[config.mk]
export PLATFORM = sky130hd
export DESIGN_NAME = fetch_controller
export DESIGN_NICKNAME = d
export VERILOG_FILES = /design/src/rtl/fetch_pkg.sv /design/src/rtl/fetch_watchdog.sv /design/src/rtl/fetch_controller.sv
export SDC_FILE = /design/constraint.sdc
export NUM_CORES = 1
export LEC_CHECK = 0
export CAP_MARGIN = 25
export CORE_MARGIN = 3
export CORE_UTILIZATION = 43
export DETAILED_ROUTE_END_ITERATION = 8
export PLACE_DENSITY = 0.83
export SKIP_LAST_GASP = 1
export SLEW_MARGIN = 10
export SYNTH_ARGS = -nofsm -noshare
export SYNTH_HDL_FRONTEND = slang
export SYNTH_SLANG_ARGS = --single-unit
[constraint.sdc]
create_clock -name clk -period 2.3 [get_ports clk]
set_clock_uncertainty 0.05 [all_clocks]
set_input_delay 0.345 -clock clk [delete_from_list [all_inputs] [get_ports clk]]
set_output_delay 0.345 -clock clk [all_outputs]
set_load 0.05 [all_outputs]
[src/rtl/fetch_pkg.sv]
// Shared types and defaults for the IF-stage fetch controller.
// ST_ERR exists only when FETCH_TIMEOUT_EN is defined.
package fetch_pkg;

   localparam int unsigned FETCH_ADDR_W  = 32;
   localparam int unsigned FETCH_DATA_W  = 32;
   localparam int unsigned FETCH_TIMEOUT = 64;

   typedef enum logic [2:0] {
      ST_IDLE = 3'd0,
      ST_REQ  = 3'd1,
      ST_WAIT = 3'd2,
      ST_HOLD = 3'd3,
      ST_DROP = 3'd4
`ifdef FETCH_TIMEOUT_EN
      , ST_ERR = 3'd5
`endif
   } fetch_state_e;

endpackage

[src/rtl/fetch_watchdog.sv]
// Response timeout counter for the fetch controller (FETCH_TIMEOUT_EN builds only).
// Counts consecutive waiting cycles and raises a sticky error on expiry.
module fetch_watchdog
   import fetch_pkg::*;
#(
   parameter int unsigned TIMEOUT = FETCH_TIMEOUT
) (
   input  logic clk,
   input  logic rst,
   input  logic run_i,
   input  logic rsp_i,
   output logic expire_o,
   output logic err_o
);

   localparam int unsigned CNT_W = $clog2(TIMEOUT + 1);

   logic [CNT_W-1:0] cnt_q, cnt_d;
   logic             err_q, err_d;

   // cnt_q holds the number of waiting cycles already elapsed, so the
   // TIMEOUT-th waiting cycle is the one that expires.
   always_comb begin
      expire_o = run_i && !rsp_i && (cnt_q == CNT_W'(TIMEOUT - 1));
      cnt_d    = '0;
      if (run_i && !rsp_i && !expire_o) begin
         cnt_d = cnt_q + 1'b1;
      end
      err_d = err_q || expire_o;
   end

   always_ff @(posedge clk) begin
      if (rst) begin
         cnt_q <= '0;
         err_q <= 1'b0;
      end else begin
         cnt_q <= cnt_d;
         err_q <= err_d;
      end
   end

   assign err_o = err_q;

endmodule

[src/rtl/fetch_controller.sv]
// IF-stage fetch sequencer: one imem request per PC, PC stall / IF-ID flush generation,
// and discard of stale fetches after a redirect. Optional watchdog: FETCH_TIMEOUT_EN.
module fetch_controller
   import fetch_pkg::*;
#(
   parameter int unsigned ADDR_W  = FETCH_ADDR_W,
   parameter int unsigned DATA_W  = FETCH_DATA_W,
   parameter int unsigned TIMEOUT = FETCH_TIMEOUT
) (
   input  logic              clk,
   input  logic              rst,
   input  logic [ADDR_W-1:0] pc_f,
   input  logic              pc_src_e,
   input  logic              hazard_stall_f,
   output logic              imem_req_valid,
   output logic [ADDR_W-1:0] imem_req_addr,
   input  logic              imem_req_ready,
   input  logic              imem_rsp_valid,
   input  logic [DATA_W-1:0] imem_rsp_data,
   output logic              stall_f,
   output logic [DATA_W-1:0] instr_f,
   output logic              instr_valid_f,
   output logic              flush_d,
   output logic              fetch_err,
   output logic [2:0]        dbg_state_o
);

   // Request channel: a request transfers on a cycle with imem_req_valid && imem_req_ready;
   // once raised, valid and address stay stable until that cycle. Responses carry no
   // ready and arrive exactly once per transferred request, in order.

   fetch_state_e      state_q, state_d;
   logic              kill_q, kill_d;
   logic              req_held_q, req_held_d;
   logic [ADDR_W-1:0] addr_q, addr_d;
   logic [DATA_W-1:0] hold_q, hold_d;

`ifdef FETCH_TIMEOUT_EN
   logic wd_run;
   logic wd_expire;

   assign wd_run = (state_q == ST_WAIT) || (state_q == ST_DROP);

   fetch_watchdog #(
      .TIMEOUT (TIMEOUT)
   ) u_watchdog (
      .clk      (clk),
      .rst      (rst),
      .run_i    (wd_run),
      .rsp_i    (imem_rsp_valid),
      .expire_o (wd_expire),
      .err_o    (fetch_err)
   );
`else
   assign fetch_err = 1'b0;
   if (TIMEOUT == 0) begin : g_timeout_unused
   end
`endif

   always_ff @(posedge clk) begin
      if (rst) begin
         state_q <= ST_IDLE;
      end else begin
         state_q <= state_d;
      end
   end

   always_comb begin
      state_d = state_q;
      case (state_q)
         ST_IDLE: state_d = ST_REQ;
         ST_REQ: begin
            if (imem_req_ready) begin
               state_d = (kill_q || pc_src_e) ? ST_DROP : ST_WAIT;
            end
         end
         ST_WAIT: begin
            if (imem_rsp_valid) begin
               state_d = (hazard_stall_f && !pc_src_e) ? ST_HOLD : ST_REQ;
            end else if (pc_src_e) begin
               // the still-pending response belongs to the old path
               state_d = ST_DROP;
            end
         end
         ST_HOLD: begin
            if (pc_src_e || !hazard_stall_f) begin
               state_d = ST_REQ;
            end
         end
         ST_DROP: begin
            if (imem_rsp_valid) begin
               state_d = ST_REQ;
            end
         end
`ifdef FETCH_TIMEOUT_EN
         ST_ERR: state_d = ST_ERR;
`endif
         default: state_d = ST_IDLE;
      endcase
`ifdef FETCH_TIMEOUT_EN
      if (wd_expire) begin
         state_d = ST_ERR;
      end
`endif
   end

   always_comb begin
      imem_req_valid = 1'b0;
      imem_req_addr  = '0;
      instr_valid_f  = 1'b0;
      instr_f        = '0;
      case (state_q)
         ST_REQ: begin
            imem_req_valid = 1'b1;
            imem_req_addr  = req_held_q ? addr_q : pc_f;
         end
         ST_WAIT: begin
            if (imem_rsp_valid && !pc_src_e && !hazard_stall_f) begin
               instr_valid_f = 1'b1;
               instr_f       = imem_rsp_data;
            end
         end
         ST_HOLD: begin
            instr_f       = hold_q;
            instr_valid_f = !pc_src_e && !hazard_stall_f;
         end
         default: ;
      endcase
      stall_f = !instr_valid_f && !pc_src_e;
`ifdef FETCH_TIMEOUT_EN
      if (state_q == ST_ERR) begin
         stall_f = 1'b1;
      end
`endif
      flush_d = pc_src_e;
   end

   // The first REQ cycle presents pc_f directly; later cycles replay the registered
   // copy because a redirect may already have moved pc_f.
   always_comb begin
      kill_d     = kill_q;
      req_held_d = 1'b0;
      addr_d     = addr_q;
      hold_d     = hold_q;
      if (state_q == ST_REQ) begin
         addr_d     = imem_req_addr;
         req_held_d = !imem_req_ready;
         kill_d     = imem_req_ready ? 1'b0 : (kill_q || pc_src_e);
      end
      if ((state_q == ST_WAIT) && imem_rsp_valid && hazard_stall_f && !pc_src_e) begin
         hold_d = imem_rsp_data;
      end
   end

   always_ff @(posedge clk) begin
      if (rst) begin
         kill_q     <= 1'b0;
         req_held_q <= 1'b0;
         addr_q     <= '0;
         hold_q     <= '0;
      end else begin
         kill_q     <= kill_d;
         req_held_q <= req_held_d;
         addr_q     <= addr_d;
         hold_q     <= hold_d;
      end
   end

   assign dbg_state_o = state_q;

endmodule

After elaboration in Yosys (flattened, before gate mapping) --
Cells that the tools add are included.
Cells by class: multiplexer cells 16, add/sub/neg operators 0, equal/unequal tests 8, reduce and logical (&&, ||, !) cells 17, multipliers 0, shifts and indexed selects 0, divide/modulo/power cells 0, bitwise logic cells 1, order comparisons 0
Operators with widths (number):
- 32-bit two-way mux | 3
- 32-bit case mux with 2 select lines | 1
- 3-bit two-way mux | 6
- 3-bit case mux with 5 select lines | 1
- 1-bit logical AND | 8
- 3-bit by 2-bit equality test with 1-bit output, second input constant | 2
- 2-bit inequality test, second input constant | 3
- 1-bit zero test | 4
- 4-bit AND reduction | 1
- 3-bit by 1-bit equality test with 1-bit output, second input constant | 1
- 3-bit equality test, second input constant | 1
- 3-bit zero test | 1
- 1-bit two-way mux | 3
- 3-bit inequality test, second input constant | 1
- 1-bit logical OR | 2
- 2-bit two-way mux | 1
- 1-bit case mux with 2 select lines | 1
- 2-bit OR reduction | 1
- 1-bit NOT | 1
Storage, ports and cells: memories kept 0, ROM bits 0, bits in registers 69, output and inout bits 72, input port bits 70, memory bits (writable) 0, logic and storage cells 47, bits in latches 0

Logic depth before layout (Yosys ltp) --
Gate-level depths: netlist of run 1.
word-level depth 7, mapped depth 8

Least setup slack after synthesis of run 1 --
Ideal clock, no wire load.
path kind register -> output, start point register state_q[1], in the netlist dbg_state_o[1], end point output stall_f, stages on the path, launching flop included 5, data required time 1905 ps, data arrival time 2907 ps, setup slack -1002 ps, path buffers 0, path through dfxtp_1 -> inv_2 -> or3_4 -> nor3_1 -> nor2_1
On the way: cells in the longest elaborated chain, start to end 4, elaborated cells between the ends (all ways) 5, classes of those cells eq/ne (2); mux (1); reduce/logical (2)
Ends and longest elaborated chain:
- start: declaration | line fetch_controller.sv:32 | fetch_state_e state_q, state_d;
- start signal: assignment | line fetch_controller.sv:64 | state_q <= state_d;
- 3-bit by 2-bit equality test with 1-bit output | line fetch_controller.sv:112 | case (state_q)
- 1-bit case mux with 2 select lines * | line fetch_controller.sv:112
- named net instr_valid_f | line fetch_controller.sv:22 | output logic instr_valid_f,
- 1-bit zero test * | line fetch_controller.sv:129 | stall_f = !instr_valid_f && !pc_src_e;
- 1-bit logical AND * | line fetch_controller.sv:129
- end: declaration | line fetch_controller.sv:20 | output logic stall_f,
Mark *: on every way through the listed nets, which the timed path passes. The rest lies on a longest branch.

Worst setup path after layout of run 1 --
start point input pc_src_e, end point output instr_f[6]
On the way: cells in the longest elaborated chain, start to end 5
Ends and longest elaborated chain:
- start: declaration | line fetch_controller.sv:13 | input logic pc_src_e,
- 1-bit zero test | line fetch_controller.sv:118 | if (imem_rsp_valid && !pc_src_e && !hazard_stall_f) begin
- 1-bit logical AND (2 in a row) | line fetch_controller.sv:118
- 32-bit two-way mux | line fetch_controller.sv:118
- 32-bit case mux with 2 select lines | line fetch_controller.sv:112
- end: declaration | line fetch_controller.sv:21 | output logic [DATA_W-1:0] instr_f,
Every way passes these cells.

==> impl_metrics.py, run 1 <==
metrics = {
    "outcome": {
        "outcome": "finished, violations left",
        "violations": "setup timing",
    },
    "synthesis": {
        "synth-simple-area-share_pct": 21.86,
        "yosysSeqAreaShare_pct": 41.04,
        "synthMuxAreaShare_pct": 9.517,
        "syn_nets": 502,
        "synth_warnings": 0,
        "synth_seq_cells": 69,
        "synthesis.area_sq_um": 3366,
        "syn_area_per_cell_sq_um": 7.791,
        "synth_cell_types": 32,
        "yosys.area_share.adder_pct": 0,
        "synthXorXnorAreaFrac_pct": 0,
        "synth_compound_area_share_pct": 20.74,
        "synth_top_family_by_area": "simple AND/OR/NAND/NOR gates",
        "synth_cells": 432,
    },
    "die": {
        "start_util_pct": 45.43,
        "die_w_microns": 94.47,
        "die_y_microns": 94.47,
        "dieArea_sq_um": 8925,
        "rows": 31,
        "core-area_sq_um": 7408,
        "ios": 142,
    },
    "route": {
        "drc": 0,
        "antenna_left": 0,
        "wirelength_mm": 11.61,
        "wire_per_inst_microns": 17.32,
        "drt_iter0_drc": 193,
        "dr_total_vias": 3623,
        "firstDrtPassIters": 4,
        "via_per_inst": 5.407,
    },
    "worst_setup_path": {
        "arrival_ps": 1950,
        "cp-start-kind": "input port",
        "cp.required_ps": 1900,
        "worstPathMaxFanout": 16,
        "endpoint_kind": "output port",
        "crit_type": "input port to output port",
    },
    "timing": {
        "final_max_slew_viol_count": 0,
        "hold_ws_ps": 405.6,
        "worst_pin_slew_ps": 590.0,
        "setup_viol_count_final": 25,
        "worst_slack_ps": -44.11,
        "period_needed_ps": 2344,
        "hold_viol_final": 0,
        "rsz0062_at_grt": "yes",
        "timing.fmax_mhz": 426.6,
        "max-slew-margin-rel_pct": 60.67,
        "fin_crit_sh_pct": 101.9,
    },
    "pwr": {
        "p_int_mw": 2.363,
        "p_sw_share_pct": 34.41,
        "p_seq_share_pct": 36.4,
        "switching_power_mw": 1.240,
        "pwr-share-clk_pct": 27.7,
        "comb_power_share_pct": 35.9,
        "total_power_mw": 3.602,
        "max-vdd-ir-drop_v": 0.0003073,
        "leakagePower_nw": 2.202,
        "power_density_nw_per_um2": 589.4,
    },
    "clock_tree": {
        "ctsLongestPathBuffers": 2,
        "ctsHtreeMaxLevel": 3,
        "cts-buffers-inserted": 9,
        "clock-root-buffer": "clkbuf_8",
        "cts.sinks": 69,
        "holdBufCountCts": 0,
        "clk_pin_slew_ps": 70,
        "clk_latency_ps": 340,
        "cts_tree": "yes",
    },
    "global_routing": {
        "grt_pass1_wl_mm": 18.28,
        "grt_max_degree": 38,
        "grt_usage_pct": 25.89,
        "antenna_found_initial": 0,
        "first_global_vias": 3752,
        "overflow": 0,
    },
    "place": {
        "place_area_sq_um": 5801,
        "io_buffers": 140,
        "post-dp-hpwl_mm": 8.233,
        "gp_congestion": 0.8544,
        "place_ws_ps": -47.66,
    },
    "layout": {
        "final_common_cell": "nand2_1",
        "fillCellCount": 441,
        "nets": 636,
        "multi_input_area_sq_um": 2086,
        "final_util_pct": 82.50,
        "area_growth_pct": 81.60,
        "final_cell_mix": "130 x nand2_1, 71 x clkdlybuf4s50_1, 71 x buf_12",
        "diodes": 0,
        "design_area_sq_um": 6112,
        "seqCellArea_sq_um": 1388,
        "drive_above_1_share_pct": 31.87,
    },
    "min_path": {
        "min_path_type": "register to register",
    },
    "run": {
        "maxCapViolCount": 0,
    },
}
-- what timing repair did --
item	CTS	global route
gates resized for setup	6	3
gates cloned	1	0
endpoints found under the hold margin	0	0
pin swaps	1	1
buffers inserted	4	0
setup endpoints to repair	52	44
-- power groups by stage --
stage / registers, mW / logic, mW / clock network (mW)
final: 1.31 / 1.29 / 0.997
after global routing: 1.32 / 1.36 / 1.07
after CTS: 1.31 / 1.30 / 1.01
after detailed placement: 1.34 / 1.28 / 0
after global placement: 1.33 / 1.24 / 0
after floorplan: 1.34 / 0.706 / 0
-- state kept, by name, indices dropped and copies added (netlist names) --
name         cells
addr_q          32
dbg_state_o      3
kill_q           1
req_held_q       1
hold_q          32
-- critical path: stages --
cell and delay, ps:
clkdlybuf4s50_1 440, or3_4 370, nor4_4 150, buf_6 170, buf_12 150, a22o_2 180, buf_12 140
-- routing by layer --
metal	share of wire (%)	track usage, %	vias up
met5	0	0	-
met4	0.84	6.250	0
met3	9.8	11.31	10
met2	53	46.75	138
met1	36	27.71	1745
li1	-	-	1730
-- stage by stage --
| step | std cells | TNS, ps |
|---|---|---|
| floorplan | 432 | -44.51 |
| global placement | 649 | 0 |
| detailed placement | 649 | -609.8 |
| CTS | 670 | -818.8 |
| global route | 670 | -2708 |
| finish | 670 | -708.0 |
-- cell usage after synthesis --
cell type / number / share of area (%)
a211oi_1: 2 / 0.45
a211oi_2: 1 / 0.37
a21o_1: 1 / 0.22
a21oi_1: 68 / 10
a22o_1: 31 / 8.1
a22o_4: 1 / 0.52
and3_1: 1 / 0.19
buf_1: 3 / 0.33
buf_2: 7 / 1.0
buf_4: 6 / 1.3
buf_6: 5 / 1.7
clkbuf_1: 18 / 2.0
conb_1: 1 / 0.11
dfxtp_1: 69 / 41
inv_1: 1 / 0.11
inv_2: 2 / 0.22
mux2i_1: 32 / 9.5
nand2_1: 130 / 14
nand2b_1: 1 / 0.19
nand3_1: 1 / 0.15
nor2_1: 37 / 4.1
nor2_4: 1 / 0.33
nor2b_1: 1 / 0.19
nor3_1: 2 / 0.30
nor3b_1: 3 / 0.67
nor4_4: 1 / 0.63
o211ai_1: 1 / 0.22
o21ai_0: 1 / 0.15
o221a_2: 1 / 0.33
o32a_1: 1 / 0.30
or3_4: 1 / 0.33
or3b_1: 1 / 0.26
-- final cells by class --
type                       instances  area share [%]
timing repair buffer             162           37.69
inverter                           3          0.1842
sequential                        69           22.70
tap                               99           2.027
clock buffer                      10           2.252
clock inverter                     6           1.024
multi-input combinational        321           34.12
-- final timing paths --
kind	startpoint	end	slack (ps)	cells past startpoint
max	pc_src_e	instr_f[6]	-40	7
min reg2reg	hold_q[31]$_SDFFE_PP0P_	hold_q[31]$_SDFFE_PP0P_	410	2
min	hold_q[31]$_SDFFE_PP0P_	hold_q[31]$_SDFFE_PP0P_	410	2
max reg2reg	dbg_state_o[1]$_SDFFE_PP0P_	addr_q[13]$_SDFFE_PP0N_	310	7
-- logic make-up after synthesis --
kind of cell / Yosys count
buffers and inverters: 42
muxes: 32
DFF: 69
AOI/OAI and AO/OA: 108
other: 1
and+or+nand+nor: 180
(Power assumes the default switching activity.)
==> inputs of run 2 (changes only) <==
--- a/config.mk
+++ b/config.mk
@@ -8,6 +8,7 @@
 export CAP_MARGIN = 25
 export CORE_MARGIN = 3
 export CORE_UTILIZATION = 43
+export CTS_CLUSTER_SIZE = 14
 export DETAILED_ROUTE_END_ITERATION = 8
 export PLACE_DENSITY = 0.83
 export SKIP_LAST_GASP = 1
==> results of run 2 <==
No change in the layout: final DEF, timing and power equal those of run 1.
